**src/rtl/audio_level_meter.sv**
```systemverilog
`default_nettype none
// ============================================================================
// Module   : audio_level_meter
// Brief    : Pipelined N-channel level meter: mix/select, rectify, envelope,
//            peak-hold, sticky clip and log-scaled bar/dot LED display.
// Revision : 1.0
// ============================================================================
module audio_level_meter #(
    parameter int DATA_WIDTH   = 18,
    parameter int NCH          = 2,
    parameter int NLEDS        = 8,
    parameter int DECAY_SHIFT  = 10,
    parameter int HOLD_SAMPLES = 24000,
    localparam int c_SEL_W     = (NCH > 1) ? $clog2(NCH) : 1
) (
    input  logic                      i_clock,
    input  logic                      i_reset_n,
    input  logic                      i_data_en,
    input  logic [NCH*DATA_WIDTH-1:0] i_ch_data,
    input  logic [1:0]                i_mode,
    input  logic [c_SEL_W-1:0]        i_ch_sel,
    input  logic                      i_clear,
    output logic [NLEDS-1:0]          o_leds,
    output logic [DATA_WIDTH-2:0]     o_peak_level,
    output logic                      o_clip,
    output logic                      o_level_valid
);

    localparam int c_LOG2N  = (NCH > 1) ? $clog2(NCH) : 0;
    localparam int c_SUM_W  = DATA_WIDTH + c_LOG2N;
    localparam int c_MAG_W  = DATA_WIDTH - 1;
    localparam int c_HOLD_W = (HOLD_SAMPLES > 0) ? $clog2(HOLD_SAMPLES + 1) : 1;
    localparam logic [c_HOLD_W-1:0]   c_HOLD_INIT = c_HOLD_W'(HOLD_SAMPLES);
    localparam logic [DATA_WIDTH-1:0] c_POS_FS    = {1'b0, {(DATA_WIDTH-1){1'b1}}};
    localparam logic [DATA_WIDTH-1:0] c_NEG_FS    = {1'b1, {(DATA_WIDTH-1){1'b0}}};

    logic signed [DATA_WIDTH-1:0] w_ch [NCH];
    logic signed [c_SUM_W-1:0]    w_sum;
    logic signed [DATA_WIDTH-1:0] w_sel;
    logic signed [DATA_WIDTH-1:0] w_mix;
    logic                         w_clip_hit;

    logic                         r_s1_valid;
    logic signed [DATA_WIDTH-1:0] r_s1_mix;
    logic                         r_s1_clip;
    logic                         r_s1_dot;

    logic [c_MAG_W-1:0]           w_mag;
    logic                         r_s2_valid;
    logic [c_MAG_W-1:0]           r_s2_mag;
    logic                         r_s2_clip;
    logic                         r_s2_dot;

    logic [c_MAG_W-1:0]           w_env_dec;
    logic [c_MAG_W-1:0]           w_env_nxt;
    logic [c_MAG_W-1:0]           r_env;
    logic [c_MAG_W-1:0]           r_peak;
    logic [c_HOLD_W-1:0]          r_hold;
    logic                         r_clip;
    logic                         r_s3_valid;
    logic                         r_s3_dot;

    logic [NLEDS-1:0]             w_env_th;
    logic [NLEDS-1:0]             w_pk_th;
    logic                         r_s4_valid;
    logic [NLEDS-1:0]             r_s4_env_th;
    logic [NLEDS-1:0]             r_s4_pk_th;
    logic [c_MAG_W-1:0]           r_s4_peak;
    logic                         r_s4_clip;
    logic                         r_s4_dot;

    logic [NLEDS-1:0]             w_env_top;
    logic [NLEDS-1:0]             w_pk_top;
    logic [NLEDS-1:0]             w_leds_nxt;
    logic [NLEDS-1:0]             r_leds;
    logic [c_MAG_W-1:0]           r_peak_level;
    logic                         r_clip_out;
    logic                         r_level_valid;

    generate
        for (genvar i = 0; i < NCH; i++) begin : g_ch
            assign w_ch[i] = i_ch_data[i*DATA_WIDTH +: DATA_WIDTH];
        end
    endgenerate

    // Out-of-range channel selects fall back to channel 0 via the default.
    always_comb begin
        w_sum      = '0;
        w_sel      = w_ch[0];
        w_clip_hit = 1'b0;
        for (int i = 0; i < NCH; i++) begin
            w_sum = w_sum + c_SUM_W'(w_ch[i]);
            if (int'(i_ch_sel) == i) begin
                w_sel = w_ch[i];
            end
            if ((w_ch[i] == c_POS_FS) || (w_ch[i] == c_NEG_FS)) begin
                w_clip_hit = 1'b1;
            end
        end
        w_mix = i_mode[1] ? w_sel : DATA_WIDTH'(w_sum >>> c_LOG2N);
    end

    always_ff @(posedge i_clock or negedge i_reset_n) begin
        if (!i_reset_n) begin
            r_s1_valid <= 1'b0;
            r_s1_mix   <= '0;
            r_s1_clip  <= 1'b0;
            r_s1_dot   <= 1'b0;
        end else begin
            r_s1_valid <= i_data_en & ~i_clear;
            if (i_data_en && !i_clear) begin
                r_s1_mix  <= w_mix;
                r_s1_clip <= w_clip_hit;
                r_s1_dot  <= i_mode[0];
            end
        end
    end

    // Most-negative input saturates to the largest positive magnitude.
    assign w_mag = (r_s1_mix == c_NEG_FS) ? {c_MAG_W{1'b1}} :
                   r_s1_mix[DATA_WIDTH-1] ? c_MAG_W'(-r_s1_mix) :
                                            r_s1_mix[c_MAG_W-1:0];

    always_ff @(posedge i_clock or negedge i_reset_n) begin
        if (!i_reset_n) begin
            r_s2_valid <= 1'b0;
            r_s2_mag   <= '0;
            r_s2_clip  <= 1'b0;
            r_s2_dot   <= 1'b0;
        end else begin
            r_s2_valid <= r_s1_valid & ~i_clear;
            if (r_s1_valid) begin
                r_s2_mag  <= w_mag;
                r_s2_clip <= r_s1_clip;
                r_s2_dot  <= r_s1_dot;
            end
        end
    end

    assign w_env_dec = r_env - (r_env >> DECAY_SHIFT);
    assign w_env_nxt = (r_s2_mag > r_env) ? r_s2_mag : w_env_dec;

    always_ff @(posedge i_clock or negedge i_reset_n) begin
        if (!i_reset_n) begin
            r_env      <= '0;
            r_peak     <= '0;
            r_hold     <= '0;
            r_clip     <= 1'b0;
            r_s3_valid <= 1'b0;
            r_s3_dot   <= 1'b0;
        end else if (i_clear) begin
            r_env      <= '0;
            r_peak     <= '0;
            r_hold     <= '0;
            r_clip     <= 1'b0;
            r_s3_valid <= 1'b0;
        end else begin
            r_s3_valid <= r_s2_valid;
            if (r_s2_valid) begin
                r_env    <= w_env_nxt;
                r_clip   <= r_clip | r_s2_clip;
                r_s3_dot <= r_s2_dot;
                if (r_s2_mag >= r_peak) begin
                    r_peak <= r_s2_mag;
                    r_hold <= c_HOLD_INIT;
                end else if (r_hold != '0) begin
                    r_hold <= r_hold - c_HOLD_W'(1);
                end else begin
                    r_peak <= w_env_nxt;
                end
            end
        end
    end

    // One threshold per LED, 6 dB apart, topmost at half of full scale.
    generate
        for (genvar k = 0; k < NLEDS; k++) begin : g_thr
            localparam logic [c_MAG_W-1:0] c_THR = c_MAG_W'(1) << (DATA_WIDTH - 1 - NLEDS + k);
            assign w_env_th[k] = (r_env  >= c_THR);
            assign w_pk_th[k]  = (r_peak >= c_THR);
        end
    endgenerate

    always_ff @(posedge i_clock or negedge i_reset_n) begin
        if (!i_reset_n) begin
            r_s4_valid  <= 1'b0;
            r_s4_env_th <= '0;
            r_s4_pk_th  <= '0;
            r_s4_peak   <= '0;
            r_s4_clip   <= 1'b0;
            r_s4_dot    <= 1'b0;
        end else begin
            r_s4_valid <= r_s3_valid & ~i_clear;
            if (r_s3_valid) begin
                r_s4_env_th <= w_env_th;
                r_s4_pk_th  <= w_pk_th;
                r_s4_peak   <= r_peak;
                r_s4_clip   <= r_clip;
                r_s4_dot    <= r_s3_dot;
            end
        end
    end

    // Thresholds are monotonic, so the top lit bit is where the thermometer ends.
    assign w_env_top  = r_s4_env_th & ~(r_s4_env_th >> 1);
    assign w_pk_top   = r_s4_pk_th  & ~(r_s4_pk_th  >> 1);
    assign w_leds_nxt = r_s4_dot ? (w_env_top | w_pk_top) : (r_s4_env_th | w_pk_top);

    always_ff @(posedge i_clock or negedge i_reset_n) begin
        if (!i_reset_n) begin
            r_leds        <= '0;
            r_peak_level  <= '0;
            r_clip_out    <= 1'b0;
            r_level_valid <= 1'b0;
        end else if (i_clear) begin
            r_leds        <= '0;
            r_peak_level  <= '0;
            r_clip_out    <= 1'b0;
            r_level_valid <= 1'b0;
        end else begin
            r_level_valid <= r_s4_valid;
            if (r_s4_valid) begin
                r_leds       <= w_leds_nxt;
                r_peak_level <= r_s4_peak;
                r_clip_out   <= r_s4_clip;
            end
        end
    end

    assign o_leds        = r_leds;
    assign o_peak_level  = r_peak_level;
    assign o_clip        = r_clip_out;
    assign o_level_valid = r_level_valid;

endmodule
`default_nettype wire

```
**config.mk**
```make
export PLATFORM = sky130hd
export DESIGN_NAME = audio_level_meter
export DESIGN_NICKNAME = d
export VERILOG_FILES = /design/src/rtl/audio_level_meter.sv
export SDC_FILE = /design/constraint.sdc
export NUM_CORES = 1
export LEC_CHECK = 0
export BUFFER_PORTS_ARGS = -buffer_cell sky130_fd_sc_hd__buf_4
export CORE_ASPECT_RATIO = 1.1
export CORE_MARGIN = 10
export CORE_UTILIZATION = 40
export CTS_CLUSTER_DIAMETER = 80
export DETAILED_ROUTE_END_ITERATION = 8
export GPL_TIMING_DRIVEN = 0
export PLACE_DENSITY = 0.65
export SYNTH_ARGS = -nofsm -noshare
export SYNTH_HDL_FRONTEND = slang
export SYNTH_SLANG_ARGS = --single-unit
```
**constraint.sdc**
```tcl
create_clock -name i_clock -period 4 [get_ports i_clock]
set_input_delay 0.4 -clock i_clock [delete_from_list [all_inputs] [get_ports i_clock]]
set_output_delay 0.4 -clock i_clock [all_outputs]
set_load 0.05 [all_outputs]
```
==> results.sh <==
export IMPL_synth_seq_cells=156
export IMPL_path_cells="clkbuf_1 > inv_1 > ha_1 > nand4_1 > or3_1 > nor3_1 > or3_1 > o22ai_1 > nor3_1 > nand2_1 > o221ai_1"
export IMPL_cts_root_buffer="clkbuf_16"
export IMPL_path_clk_slew_ns=0.06
export IMPL_die_area_sq_mm=0.03042
export IMPL_coreArea_sq_mm=0.02355
export IMPL_fmax_ghz=0.2703
export IMPL_grt_pass1_vias=8117
export IMPL_post_dp_cell_area_sq_mm=0.01046
export IMPL_end_kind="flip-flop"
export IMPL_hold_path_endpoint="r_s1_dot"
export IMPL_slowest_delay_ns=0.82
export IMPL_grt_ovfl_total=0
export IMPL_crit_required_ns=4.33
export IMPL_clk_path_buf_depth=2
export IMPL_syn_avg_cell_area_sq_um=9.126
export IMPL_synth_top_area_share=0.4093
export IMPL_tns_ns=0
export IMPL_std_cell_rows=59
export IMPL_first_pass_iters=5
export IMPL_synth_distinct_cells=62
export IMPL_fin_crit_sh=0.9250
export IMPL_p_leak_nw=4.890
export IMPL_yosysWarnings=0
export IMPL_ioPinCount=70
export IMPL_worstMarginPinSlew_ns=1.008
export IMPL_cts_sinks=156
export IMPL_cp_arrival_ns=4.03
export IMPL_critPathBufInv=2
export IMPL_die_w_um=167.2
export IMPL_synth_area_leaders="dfrtp_1 41%, ha_1 7.9%, nor2_1 4.3%, mux2i_1 4.3%, a21oi_1 3.7%"
export IMPL_ant_nets=0
export IMPL_reg2reg_depth=11
export IMPL_slowest_stage="nor3_1"
export IMPL_synth_area_leader_cell="dfrtp_1"
export IMPL_clock_latency_ns=0.43
export IMPL_cp_max_fo=9
export IMPL_status="finished clean"
export IMPL_r2r_start="r_env[7]"
export IMPL_syn_to_final_growth_pct=16.28
export IMPL_r2r_setup_slack_ns=0.30
export IMPL_gp_congestion=0.9313
export IMPL_wl_per_cell_um=17.40
export IMPL_htreeDepth=4
export IMPL_drt_iter0_drc=539
export IMPL_power_density_mw_per_mm2=495.5
export IMPL_fin_nets=1238
export IMPL_hold_viol_final=0
export IMPL_drt_met1_wl_um=11240
export IMPL_drive_above_1_share=0.1198
export IMPL_viasPerCell=5.588
export IMPL_grt_max_degree=111
export IMPL_port_buffers=67
export IMPL_num_vias=8097
export IMPL_min_path_cells=3
export IMPL_antennaDiodeCount=0
export IMPL_ys_async_sr_fraction=1.000
export IMPL_relSlewSlack=0.3206
export IMPL_ys_seq_area_frac=0.4093
export IMPL_drv_slew=0
export IMPL_cts_tree="yes"
export IMPL_ys_flop_type="dfrtp_1"
export IMPL_grt_pass1_wl_um=41230
export IMPL_min_delay_start="i_mode[0]"
export IMPL_rsz0062_at_grt="false"
export IMPL_top_layer="met4"
export IMPL_antenna_found_initial=0
export IMPL_start_util=0.4050
export IMPL_route_detailed_drc=0
export IMPL_cap_violations=0
export IMPL_min_path_type="input pin to flip-flop"
export IMPL_syn_area_sq_mm=0.009537
export IMPL_clock_skew_ns=0.007965
export IMPL_path_class="flip-flop to flip-flop"
export IMPL_synth_net_count=1150
export IMPL_synth_edff_count=0
export IMPL_fin_crit_ns=3.700
export IMPL_fin_area_sq_mm=0.01109
export IMPL_dpl_hpwl_um=19250
export IMPL_holdWs_ns=0.1803
export IMPL_fillers=2299
export IMPL_die_h_um=181.9
export IMPL_finalSetupViolCount=0
export IMPL_wl_met3_um=1230
export IMPL_crit_family="simple AND/OR/NAND/NOR gates"
export IMPL_cts_made_buffers=17
export IMPL_startpoint_type="flip-flop"
export IMPL_dr_wl_met2_um=12280
export IMPL_peakVddDrop_mv=0.3231
export IMPL_grt_use_total=0.1628
export IMPL_r2r_end="r_peak[0]"
export IMPL_drt_total_wl_um=25220
export IMPL_syn_inst=1045
==> final cells by class <==
cell class | count | area, sq um | share of cell area
Clock buffer | 20 | 456.7 | 0.04118
Clock inverter | 10 | 165.2 | 0.01489
Timing Repair Buffer | 69 | 548.0 | 0.04942
Tap cell | 305 | 381.6 | 0.03441
Buffer | 48 | 188.9 | 0.01704
Multi-Input combinational cell | 776 | 5201 | 0.4690
Inverter | 65 | 244.0 | 0.02200
Sequential cell | 156 | 3904 | 0.3520
==> synth_stat cells, types with 3 or more instances <==
master,count
and2_1,6
nor3b_1,5
nand4_1,16
a31oi_1,12
inv_1,65
a21oi_1,70
mux2_2,28
o21ai_0,65
ha_1,60
a21o_1,15
or3_1,11
nor2_1,110
mux2i_1,41
o31ai_1,7
nand2_1,85
and3_1,13
o211ai_1,10
or2_2,4
a211oi_1,19
dfrtp_1,156
o21a_1,9
nor3_1,27
a311oi_1,4
or4_1,5
buf_1,3
xnor2_1,22
a22oi_1,10
clkbuf_1,44
a221o_1,9
o22ai_1,7
nand3_1,14
o221ai_1,7
nor2b_1,8
nor4_1,19
xor2_1,14
nand2b_1,9
==> per-layer routing <==
metal	up-vias	GRT usage
li1	3968	-
met1	3895	0.1995
met2	201	0.2804
met3	33	0.03434
met4	0	0.04983
met5	-	0
==> worst min-delay path: stages <==
cell,delay [ns]
buf_4,0.08
nand2_1,0.04
nand2_1,0.05
==> cell usage in the layout, fill, tap and decap left out, types with 3 or more instances in the layout <==
cell	count
a21o_1	15
a31oi_1	12
xnor2_1	22
o211ai_1	10
mux2_2	28
inv_1	65
xor2_1	14
mux2i_1	41
nor2b_1	8
nand2b_1	9
o22ai_1	7
clkinvlp_4	3
nand2_1	85
o21ai_0	65
clkbuf_16	17
o221ai_1	7
buf_4	66
nor4_1	19
and2_1	6
clkbuf_1	44
a21oi_1	70
a22oi_1	10
a221o_1	9
bufinv_16	4
a311oi_1	4
ha_1	60
nand4_1	16
and3_1	13
nor3_1	27
or2_2	4
nand3_1	14
or4_1	5
buf_1	3
nor3b_1	5
dfrtp_1	156
o31ai_1	7
or3_1	11
a211oi_1	19
o21a_1	9
nor2_1	110
==> registers in the layout (all words and copies together), names as in the netlist, 8 cells and up <==
name and flops:
r_env 17, r_s4_peak 17, r_hold 15, r_s2_mag 17, r_s1_mix 18, r_s4_env_th 8
r_s4_pk_th 8, o_leds 8, r_peak 17, o_peak_level 17
==> metrics by stage <==
| stage | power, W | std cells | util | setup WS (ns) |
|---|---|---|---|---|
| 5_1_grt | 0.005840 | 1449 | 0.4709 | 0.007474 |
| 3_5_place_dp | 0.003774 | 1418 | 0.4440 | 0.2485 |
| 2_1_floorplan | 0.003247 | 1045 | - | 1.142 |
| 4_1_cts | 0.005511 | 1449 | 0.4709 | 0.2266 |
| 6_report | 0.005495 | 1449 | 0.4709 | 0.3000 |
| 3_3_place_gp | 0.003715 | 1417 | 0.4425 | 0.2360 |
==> cell families after synthesis <==
group / count (synthesis) / synth area share
buffers and inverters: 113 / 0.04526
AO/OA/AOI/OAI: 267 / 0.1812
AND/OR/NAND/NOR: 342 / 0.1721
multiplexers: 69 / 0.07609
XOR/XNOR: 36 / 0.03306
adder cells (fa/ha/maj): 62 / 0.08292
flip-flops: 156 / 0.4093
==> power breakdown <==
group	switching (W)	total [W]	internal (W)
logic	0.00102	0.00173	0.000711
registers	0.000245	0.00204	0.00179
clock network	0.000651	0.00172	0.00107
total	0.00192	0.00550	0.00358
==> timing repair <==
action,in CTS,in global routing
hold buffers,1,0
endpoints found under the setup margin,0,7
hold endpoints to repair,46,0
buffers inserted,0,0
gates resized for setup,0,2
==> how the worst max path moves through the flow <==
stage | startpoint | to | depth (start not counted) | slack [ns]
6_report | r_env[7] | r_peak[0] | 11 | 0.30
2_1_floorplan | r_env[7] | r_env[11] | 13 | 1.14
5_1_grt | r_env[7] | r_peak[12] | 11 | 0.007
3_5_place_dp | r_env[7] | r_env[11] | 13 | 0.25
4_1_cts | r_env[7] | r_env[11] | 13 | 0.23
3_3_place_gp | r_env[7] | r_env[7] | 13 | 0.24
(Power assumes the default switching activity.)
